--- src/rtl/ustk_pkg.sv ---
// Shared constants and types for the microstack RAM.
// Optional parity storage is enabled by defining USTK_PARITY_EN.
package ustk_pkg;

    localparam int USTK_DEPTH = 16;
    localparam int USTK_AW    = 4;
    localparam int USTK_DW    = 14;

    // Occupancy needs one extra code so that "full" (16) is distinct from 0.
    typedef logic [$clog2(USTK_DEPTH + 1)-1:0] depth_t;

    localparam depth_t DEPTH_FULL  = depth_t'(USTK_DEPTH);
    localparam depth_t DEPTH_EMPTY = depth_t'(0);

    // Odd parity bit: the stored word plus this bit always has an odd number of ones.
    function automatic logic odd_parity(input logic [USTK_DW-1:0] data);
        return ~(^data);
    endfunction

endpackage

--- src/rtl/ustk_depth_ctr.sv ---
// Occupancy counter and sticky overflow/underflow flags for the microstack.
// Push has priority over pop; the counter saturates at full and at empty.
module ustk_depth_ctr
    import ustk_pkg::*;
(
    input  logic   mclk_l,
    input  logic   init_l,
    input  logic   push,
    input  logic   pop,
    input  logic   clr,
    output depth_t depth,
    output logic   ovf,
    output logic   unf
);

    logic ovf_set;
    logic unf_set;

    // A pop that coincides with a push is ignored, so it can never underflow.
    assign ovf_set = push && (depth == DEPTH_FULL);
    assign unf_set = !push && pop && (depth == DEPTH_EMPTY);

    // Counter and sticky flags; a set event on the clearing edge wins.
    always_ff @(posedge mclk_l or negedge init_l) begin
        if (!init_l) begin
            depth <= DEPTH_EMPTY;
            ovf   <= 1'b0;
            unf   <= 1'b0;
        end else begin
            if (push) begin
                if (depth != DEPTH_FULL) begin
                    depth <= depth + depth_t'(1);
                end
            end else if (pop) begin
                if (depth != DEPTH_EMPTY) begin
                    depth <= depth - depth_t'(1);
                end
            end
            ovf <= ovf_set | (ovf & ~clr);
            unf <= unf_set | (unf & ~clr);
        end
    end

endmodule

--- src/rtl/ustk_ram.sv ---
// Microsequencer return-address stack: 16 x 14-bit register file with
// combinational read, occupancy tracking and sticky error flags.
// Optional per-entry odd parity is enabled by defining USTK_PARITY_EN;
// without it the parity state does not exist and ustk_perr_h reads 0.
module ustk_ram
    import ustk_pkg::*;
(
    input  logic               mclk_l,
    input  logic               init_l,
    input  logic [USTK_AW-1:0] ustk_addr_h,
    input  logic               push_h,
    input  logic               pop_h,
    input  logic [USTK_DW-1:0] ret_addr_h,
    input  logic               ustk_out_en_l,
    input  logic               clr_err_h,
    input  logic               par_inject_h,
    output logic [USTK_DW-1:0] ustk_h,
    output depth_t             depth_h,
    output logic               ustk_ovf_h,
    output logic               ustk_unf_h,
    output logic               ustk_perr_h
);

    logic [USTK_DW-1:0] mem [USTK_DEPTH];
    logic [USTK_DW-1:0] rd_data;

    // Entry storage; the write address wraps naturally, so a push at full
    // overwrites whatever the pointer selects.
    always_ff @(posedge mclk_l or negedge init_l) begin
        if (!init_l) begin
            for (int i = 0; i < USTK_DEPTH; i++) begin
                mem[i] <= '0;
            end
        end else if (push_h) begin
            mem[ustk_addr_h] <= ret_addr_h;
        end
    end

    // Read returns pre-write contents during a same-cycle push (write lands at the edge).
    assign rd_data = mem[ustk_addr_h];
    assign ustk_h  = (!init_l || ustk_out_en_l) ? '0 : rd_data;

    ustk_depth_ctr u_depth_ctr (
        .mclk_l (mclk_l),
        .init_l (init_l),
        .push   (push_h),
        .pop    (pop_h),
        .clr    (clr_err_h),
        .depth  (depth_h),
        .ovf    (ustk_ovf_h),
        .unf    (ustk_unf_h)
    );

`ifdef USTK_PARITY_EN
    logic [USTK_DEPTH-1:0] par_bits;
    logic                  par_mismatch;
    logic                  perr_reg;

    // Parity bits reset to 1 so that a cleared (all-zero) entry already has
    // valid odd parity and reading it never raises a false error.
    always_ff @(posedge mclk_l or negedge init_l) begin
        if (!init_l) begin
            par_bits <= '1;
        end else if (push_h) begin
            par_bits[ustk_addr_h] <= odd_parity(ret_addr_h) ^ par_inject_h;
        end
    end

    // Valid odd parity means data plus parity bit has an odd popcount.
    assign par_mismatch = !ustk_out_en_l && !(^{par_bits[ustk_addr_h], rd_data});

    // Sticky parity error; a detection on the clearing edge wins.
    always_ff @(posedge mclk_l or negedge init_l) begin
        if (!init_l) begin
            perr_reg <= 1'b0;
        end else begin
            perr_reg <= par_mismatch | (perr_reg & ~clr_err_h);
        end
    end

    assign ustk_perr_h = perr_reg;
`else
    // Error injection only has meaning when parity is stored.
    logic unused_par_inject;
    assign unused_par_inject = par_inject_h;
    assign ustk_perr_h       = 1'b0;
`endif

endmodule

--- config.mk ---
export PLATFORM = sky130hd
export DESIGN_NAME = ustk_ram
export DESIGN_NICKNAME = d
export VERILOG_FILES = /design/src/rtl/ustk_pkg.sv /design/src/rtl/ustk_depth_ctr.sv /design/src/rtl/ustk_ram.sv
export SDC_FILE = /design/constraint.sdc
export NUM_CORES = 1
export LEC_CHECK = 0
export BUFFER_PORTS_ARGS = -buffer_cell sky130_fd_sc_hd__clkbuf_2
export CELL_PAD_IN_SITES_DETAIL_PLACEMENT = 1
export CELL_PAD_IN_SITES_GLOBAL_PLACEMENT = 1
export CORE_MARGIN = 2
export CORE_UTILIZATION = 49
export CTS_BUF_LIST = sky130_fd_sc_hd__clkbuf_2
export CTS_CLUSTER_DIAMETER = 150
export DETAILED_ROUTE_END_ITERATION = 8
export PLACE_DENSITY = 0.86
export SLEW_MARGIN = 20
export SYNTH_ARGS = -nofsm -noshare
export SYNTH_HDL_FRONTEND = slang
export SYNTH_HIERARCHICAL = 1
export SYNTH_SLANG_ARGS = --single-unit
--- constraint.sdc ---
create_clock -name mclk_l -period 2.2 [get_ports mclk_l]
set_input_delay 0.44 -clock mclk_l [delete_from_list [all_inputs] [get_ports mclk_l]]
set_output_delay 0.44 -clock mclk_l [all_outputs]
set_load 0.1 [all_outputs]
; ---- After elaboration in Yosys (flattened, before gate mapping)
; Index checks and enable logic that the tools add are counted.
[totals]
register_bits = 231
input_bits = 25
[classes]
add_sub_neg = 2
eq_ne = 3
n_reduce_logical = 12
mux = 11
bitwise_logic = 6
order_cmp = 2
[ops]
columns = operator, n
row1 = 224-bit bitwise mux, 1
row2 = 14-bit binary-select mux with 4-bit select, 1
row3 = 14-bit demux with 4-bit select, 1
row4 = 14-bit 2-to-1 mux, 4
row5 = 5-bit 2-to-1 mux, 4
row6 = "5-bit by 1-bit adder with 5-bit output, second input constant", 1
row7 = "5-bit == test, second input constant", 1
row8 = "5-bit greater-or-equal comparator, second input constant", 1
row9 = 5-bit zero test, 1
row10 = "5-bit by 1-bit less-than comparator with 1-bit output, second input constant", 1
row11 = "5-bit inequality test, second input constant", 1
row12 = 4-bit NOT with 5-bit output, 1
row13 = 5-bit nonzero test, 1
row14 = "5-bit by 1-bit subtractor with 5-bit output, second input constant", 1
row15 = 1-bit logical AND, 4
row16 = 2-bit nonzero test, 2
row17 = 3-bit AND reduction, 1
row18 = 1-bit bitwise AND, 2
row19 = 1-bit zero test, 2
row20 = "2-bit by 1-bit inequality test with 1-bit output, second input constant", 1
row21 = 1-bit OR, 2
row22 = 1-bit logical OR, 1
row23 = 1-bit NOT, 1

; ---- Logic depth before layout (Yosys ltp)
[logic_depth]
depth_word = 6
mapped_depth = 6

; ---- Cells and area by module
; Netlist, hierarchy kept.
[modules_own_cells]
columns = mod, area_each_um2, seq_area_each_um2, n_inst, cells_each
row1 = ustk_ram, 10329.9, 5605.4, 1, 680
row2 = ustk_depth_ctr, 414.1, 175.2, 1, 38

; ---- Worst setup path before layout
; Ideal clock, no wire load.
[synth_timing]
kind = input to output
start = input ustk_addr_h[0]
end = output ustk_h[10]
t_arrival_ps = 3599
t_required_ps = 1760
setup_slack_ps = -1839
path_stages = 6
n_path_buf = 3
cell_sequence = buf_2 > buf_2 > nand2_1 > clkbuf_1 > o22ai_1 > o31ai_1
[synth_between]
elab_chain_len = 5
[synth_lines]
columns = element, line_no
row1 = start: declaration, ustk_ram.sv:10  ; input logic [USTK_AW-1:0] ustk_addr_h,
row2 = 4-bit NOT with 5-bit output (not written as such), ustk_ram.sv:40  ; assign rd_data = mem[ustk_addr_h];
row3 = 14-bit binary-select mux with 4-bit select, ustk_ram.sv:40
row4 = 14-bit 2-to-1 mux (not written as such) (2 in series), ustk_ram.sv:40
row5 = 14-bit 2-to-1 mux, ustk_ram.sv:41  ; assign ustk_h = (!init_l || ustk_out_en_l) ? '0 : rd_data;
row6 = end: declaration, ustk_ram.sv:17  ; output logic [USTK_DW-1:0] ustk_h,
; Every way passes these cells. The select of a mux whose other input is x is not followed.

; ---- Worst setup path after layout
[layout_timing]
start = register mem[105] (netlist bit)
end = output ustk_h[7]
[layout_between]
elab_chain_len = 4
[layout_lines]
columns = element, line_no
row1 = start: declaration, ustk_ram.sv:24  ; logic [USTK_DW-1:0] mem [USTK_DEPTH];
row2 = start signal: indexed assignment, ustk_ram.sv:35  ; mem[ustk_addr_h] <= ret_addr_h;
row3 = 14-bit binary-select mux with 4-bit select, ustk_ram.sv:40
row4 = 14-bit 2-to-1 mux (not written as such) (2 in series), ustk_ram.sv:40
row5 = 14-bit 2-to-1 mux, ustk_ram.sv:41
; Every way passes these cells. The select of a mux whose other input is x is not followed.

==> impl_metrics.py <==
metrics = {
    "outcome": {
        "outcome": "finished with violations",
        "failed_checks": "setup timing",
    },
    "setup_path": {
        "end_of_the_worst_register_to_register_path": "u_depth_ctr/unf$_DFF_PN0_",
        "timing.critical_path.fanout_max": 2,
        "critical_path.top_delay_family": "multiplexers",
        "timing.critical_path.required_ns": 1.76,
        "end_kind": "primary output",
        "critical_path_depth": 5,
        "timing.critical_path.from_type": "flop",
        "worstPathCellList": "mux4_2, a22oi_2, buf_4, o31ai_4, buf_12",
        "cell_type_of_the_slowest_stage_on_the_worst_timing_path": "mux4_2",
        "crit_path_max_incr_delay_ns": 0.50,
        "crit_arrival_ns": 2.44,
        "worstSetupPathType": "flop to primary output",
        "r2r_setup_slack_ns": 0.19,
        "reg2reg_from": "u_depth_ctr/depth[0]$_DFFE_PN0P_",
        "timing.reg2reg.worst_path_depth": 3,
        "cp_num_buf_inv": 2,
        "setup.worst_path.end": "ustk_h[7]",
        "startpoint": "mem[105]$_DFFE_PN0P_",
    },
    "clock_network": {
        "worst_setup_hold_path_clk_slew_ns": 0.15,
        "cts_made_buffers": 57,
        "h-tree-depth": 2,
        "clock_sinks": 231,
        "clock_tree_root": "clkbuf_2",
        "insertion_delay_ns": 0.86,
        "cts_buffer_depth": 3,
        "tritoncts_clock_tree": "done",
    },
    "timing": {
        "layout_setup_ws_ns": -0.681,
        "timing.clock.skew_ns": 0.0402,
        "worst_slew_margin_rel_pct": 36.0,
        "setup_viol": 14,
        "unrepaired_setup_endpoints_after_global_routing": "true",
        "maxClockFrequency_mhz": 347,
        "finalSetupTns_ns": -8.27,
        "timing_worst_slew_pin_value_ns": 0.960,
        "final_period_minus_worst_setup_slack_ns": 2.88,
        "final_min_period_over_clock_period_pct": 131,
        "finalHoldViolCount": 0,
        "slew_viol_final": 0,
    },
    "logic_synthesis": {
        "syn_nets": 747,
        "synthMostInstantiatedCell": "dfrtp_1",
        "synth-main-ff-cell": "dfrtp_1",
        "synth-warning-count": 6,
        "post_synth_top_area_cell": "dfrtp_1",
        "synth_top_area_share_pct": 53.8,
        "yosysSeqAreaShare_pct": 53.8,
        "syn_inst": 718,
        "share_of_synthesized_flip_flops_with_an_asynchronous_set_or_reset_pct": 100,
        "synth.ff_latch_count": 231,
        "synthesis.area_mm2": 0.0107,
        "netlist_top_cells_area": "dfrtp_1 (54%), mux2_2 (23%), mux4_2 (6.1%)",
        "avgSynthCellArea_um2": 15.0,
        "ys_top_cells_by_count": "dfrtp_1 (231), mux2_2 (218), mux4_2 (29), mux2i_1 (28), buf_2 (26)",
        "synth.distinct_cells": 40,
        "number_of_synthesized_flops_with_an_enable_pin": 0,
    },
    "power_and_ir_drop": {
        "power_density_mw_per_mm2": 947,
        "vdd_ir_max_v": 0.000559,
        "cellLeakagePower_nw": 5.81,
    },
    "grt": {
        "grt_antenna_before_repair": 1,
        "grt_max_degree": 157,
        "top_usage_layer": "met2",
        "gr-usage-met3_pct": 4.22,
        "first_pass_grt_wire_length_mm": 47.0,
        "grt_util_all_layers_pct": 25.8,
        "groute.layer.met2.usage_pct": 44.0,
        "first_global_vias": 7983,
        "overflow": 0,
        "met1_global_route_usage_pct": 33.1,
    },
    "die": {
        "start_util_pct": 49.5,
        "die_area_mm2": 0.0231,
        "placeableCoreArea_mm2": 0.0217,
        "num_rows": 54,
        "die_y_um": 152,
        "num_ports": 47,
        "dieWidth_um": 152,
    },
    "place": {
        "routabilityCongestion": 0.758,
        "portBuffers": 44,
        "post_placement_cell_area_mm2": 0.0122,
        "pre_cts_slack_ns": -0.285,
        "dpl.cell_count": 1050,
        "detailed_place_hpwl_mm": 18.8,
    },
    "route": {
        "drc": 0,
        "initialDrtViolationCount": 372,
        "post_drt_via_cell_ratio": 5.84,
        "wl_per_cell_um": 25.4,
        "number_of_vias_in_the_routed_layout": 6819,
        "drt.antenna.violating_nets": 0,
        "drt-pass1-iter-count": 4,
        "route.final.wire_length_mm": 29.7,
    },
    "layout": {
        "layout_cells_sized_above_1_pct": 57.3,
        "final_core_util_pct": 59.6,
        "post_layout_instance_area_mm2": 0.0129,
        "final-instance-count-excl-fill": 1168,
        "fillerInstances": 2025,
        "finish.net_count": 876,
        "synthToLayoutAreaGrowth_pct": 20.4,
    },
    "job": {
        "timing.max_cap.violations": 0,
    },
    "min_path": {
        "min_path_type": "input port to flop",
    },
}
==> layout by cell type (no fill, tap or decap), drive strengths merged, types with 4 or more instances in the layout <==
cell type | synthesis | layout
nand2b | 4 | 4
o31ai | 14 | 14
mux4 | 29 | 29
a22oi | 14 | 14
dfrtp | 231 | 231
mux2i | 28 | 28
a22o | 15 | 15
buf | 38 | 98
clkbuf | 22 | 111
nor2 | 13 | 13
clkinv | 0 | 15
nand2 | 9 | 9
dlygate4sd3 | 0 | 4
o22ai | 15 | 15
mux2 | 252 | 252
==> logic make-up after synthesis <==
family          count (synthesis)  synth area share, %
mux                           309                 35.4
buf+inv                        63                 2.96
other cells                     1               0.0349
flops                         231                 53.8
compound gates                 65                 4.52
fa+ha+maj                       4                0.536
xor+xnor                        4                0.326
simple gates                   41                 2.38
==> state kept, by name, indices dropped and copies added, names as in the netlist <==
name,cells
mem,224
u_depth_ctr/depth,5
u_depth_ctr/ovf,1
u_depth_ctr/unf,1
==> per-stage QoR <==
step | power [mW] | hold slack [ns]
floorplan | 8.11 | 0.144
global placement | 8.71 | 0.462
detailed placement | 9.15 | 0.478
CTS | 12.1 | 0.0436
global route | 12.8 | 0.0673
finish | 12.3 | 0.115
==> power by group <==
group / switching (mW) / internal, mW / leakage, nW
combinational: 1.75 / 1.69 / 2.59
sequential: 0.646 / 5.25 / 2.83
clock: 1.79 / 1.12 / 0.385
total: 4.19 / 8.06 / 5.81
==> worst min-delay path by stage <==
stage                                    from                   end  slack (ns)  depth (start not counted)
after floorplan                        init_l    mem[0]$_DFFE_PN0P_        0.14                          0
after global placement    mem[50]$_DFFE_PN0P_   mem[50]$_DFFE_PN0P_        0.46                          1
after detailed placement  mem[50]$_DFFE_PN0P_   mem[50]$_DFFE_PN0P_        0.48                          1
after CTS                      ret_addr_h[10]  mem[192]$_DFFE_PN0P_        0.04                          2
after global routing            ret_addr_h[5]  mem[187]$_DFFE_PN0P_        0.07                          2
final                           ret_addr_h[5]   mem[61]$_DFFE_PN0P_        0.11                          2
==> final cells by class <==
type	count	area (um2)	area share, %
Multi-Input combinational cell	424	4930	38.1
Sequential cell	231	5780	44.7
Tap cell	280	350	2.71
Timing Repair Buffer	130	1360	10.5
Clock buffer	83	415	3.21
Antenna cell	1	2.50	0.0193
Inverter	3	11.3	0.0870
Clock inverter	16	87.6	0.677
==> metal layers <==
| metal | up-vias | part of all wire [%] |
|---|---|---|
| li1 | 2945 | - |
| met1 | 3665 | 42 |
| met2 | 156 | 53 |
| met3 | 53 | 3.6 |
| met4 | 0 | 2.2 |
| met5 | - | 0 |
==> timing repair <==
| action | CTS | global route |
|---|---|---|
| setup endpoints to repair | 19 | 14 |
| endpoints found under the hold margin | 224 | 0 |
| buffers inserted | 6 | 9 |
| hold buffers | 4 | 0 |
| pin swaps | 13 | 0 |
| resized for setup | 18 | 2 |
No activity file was read; power rests on OpenSTA's default activity.
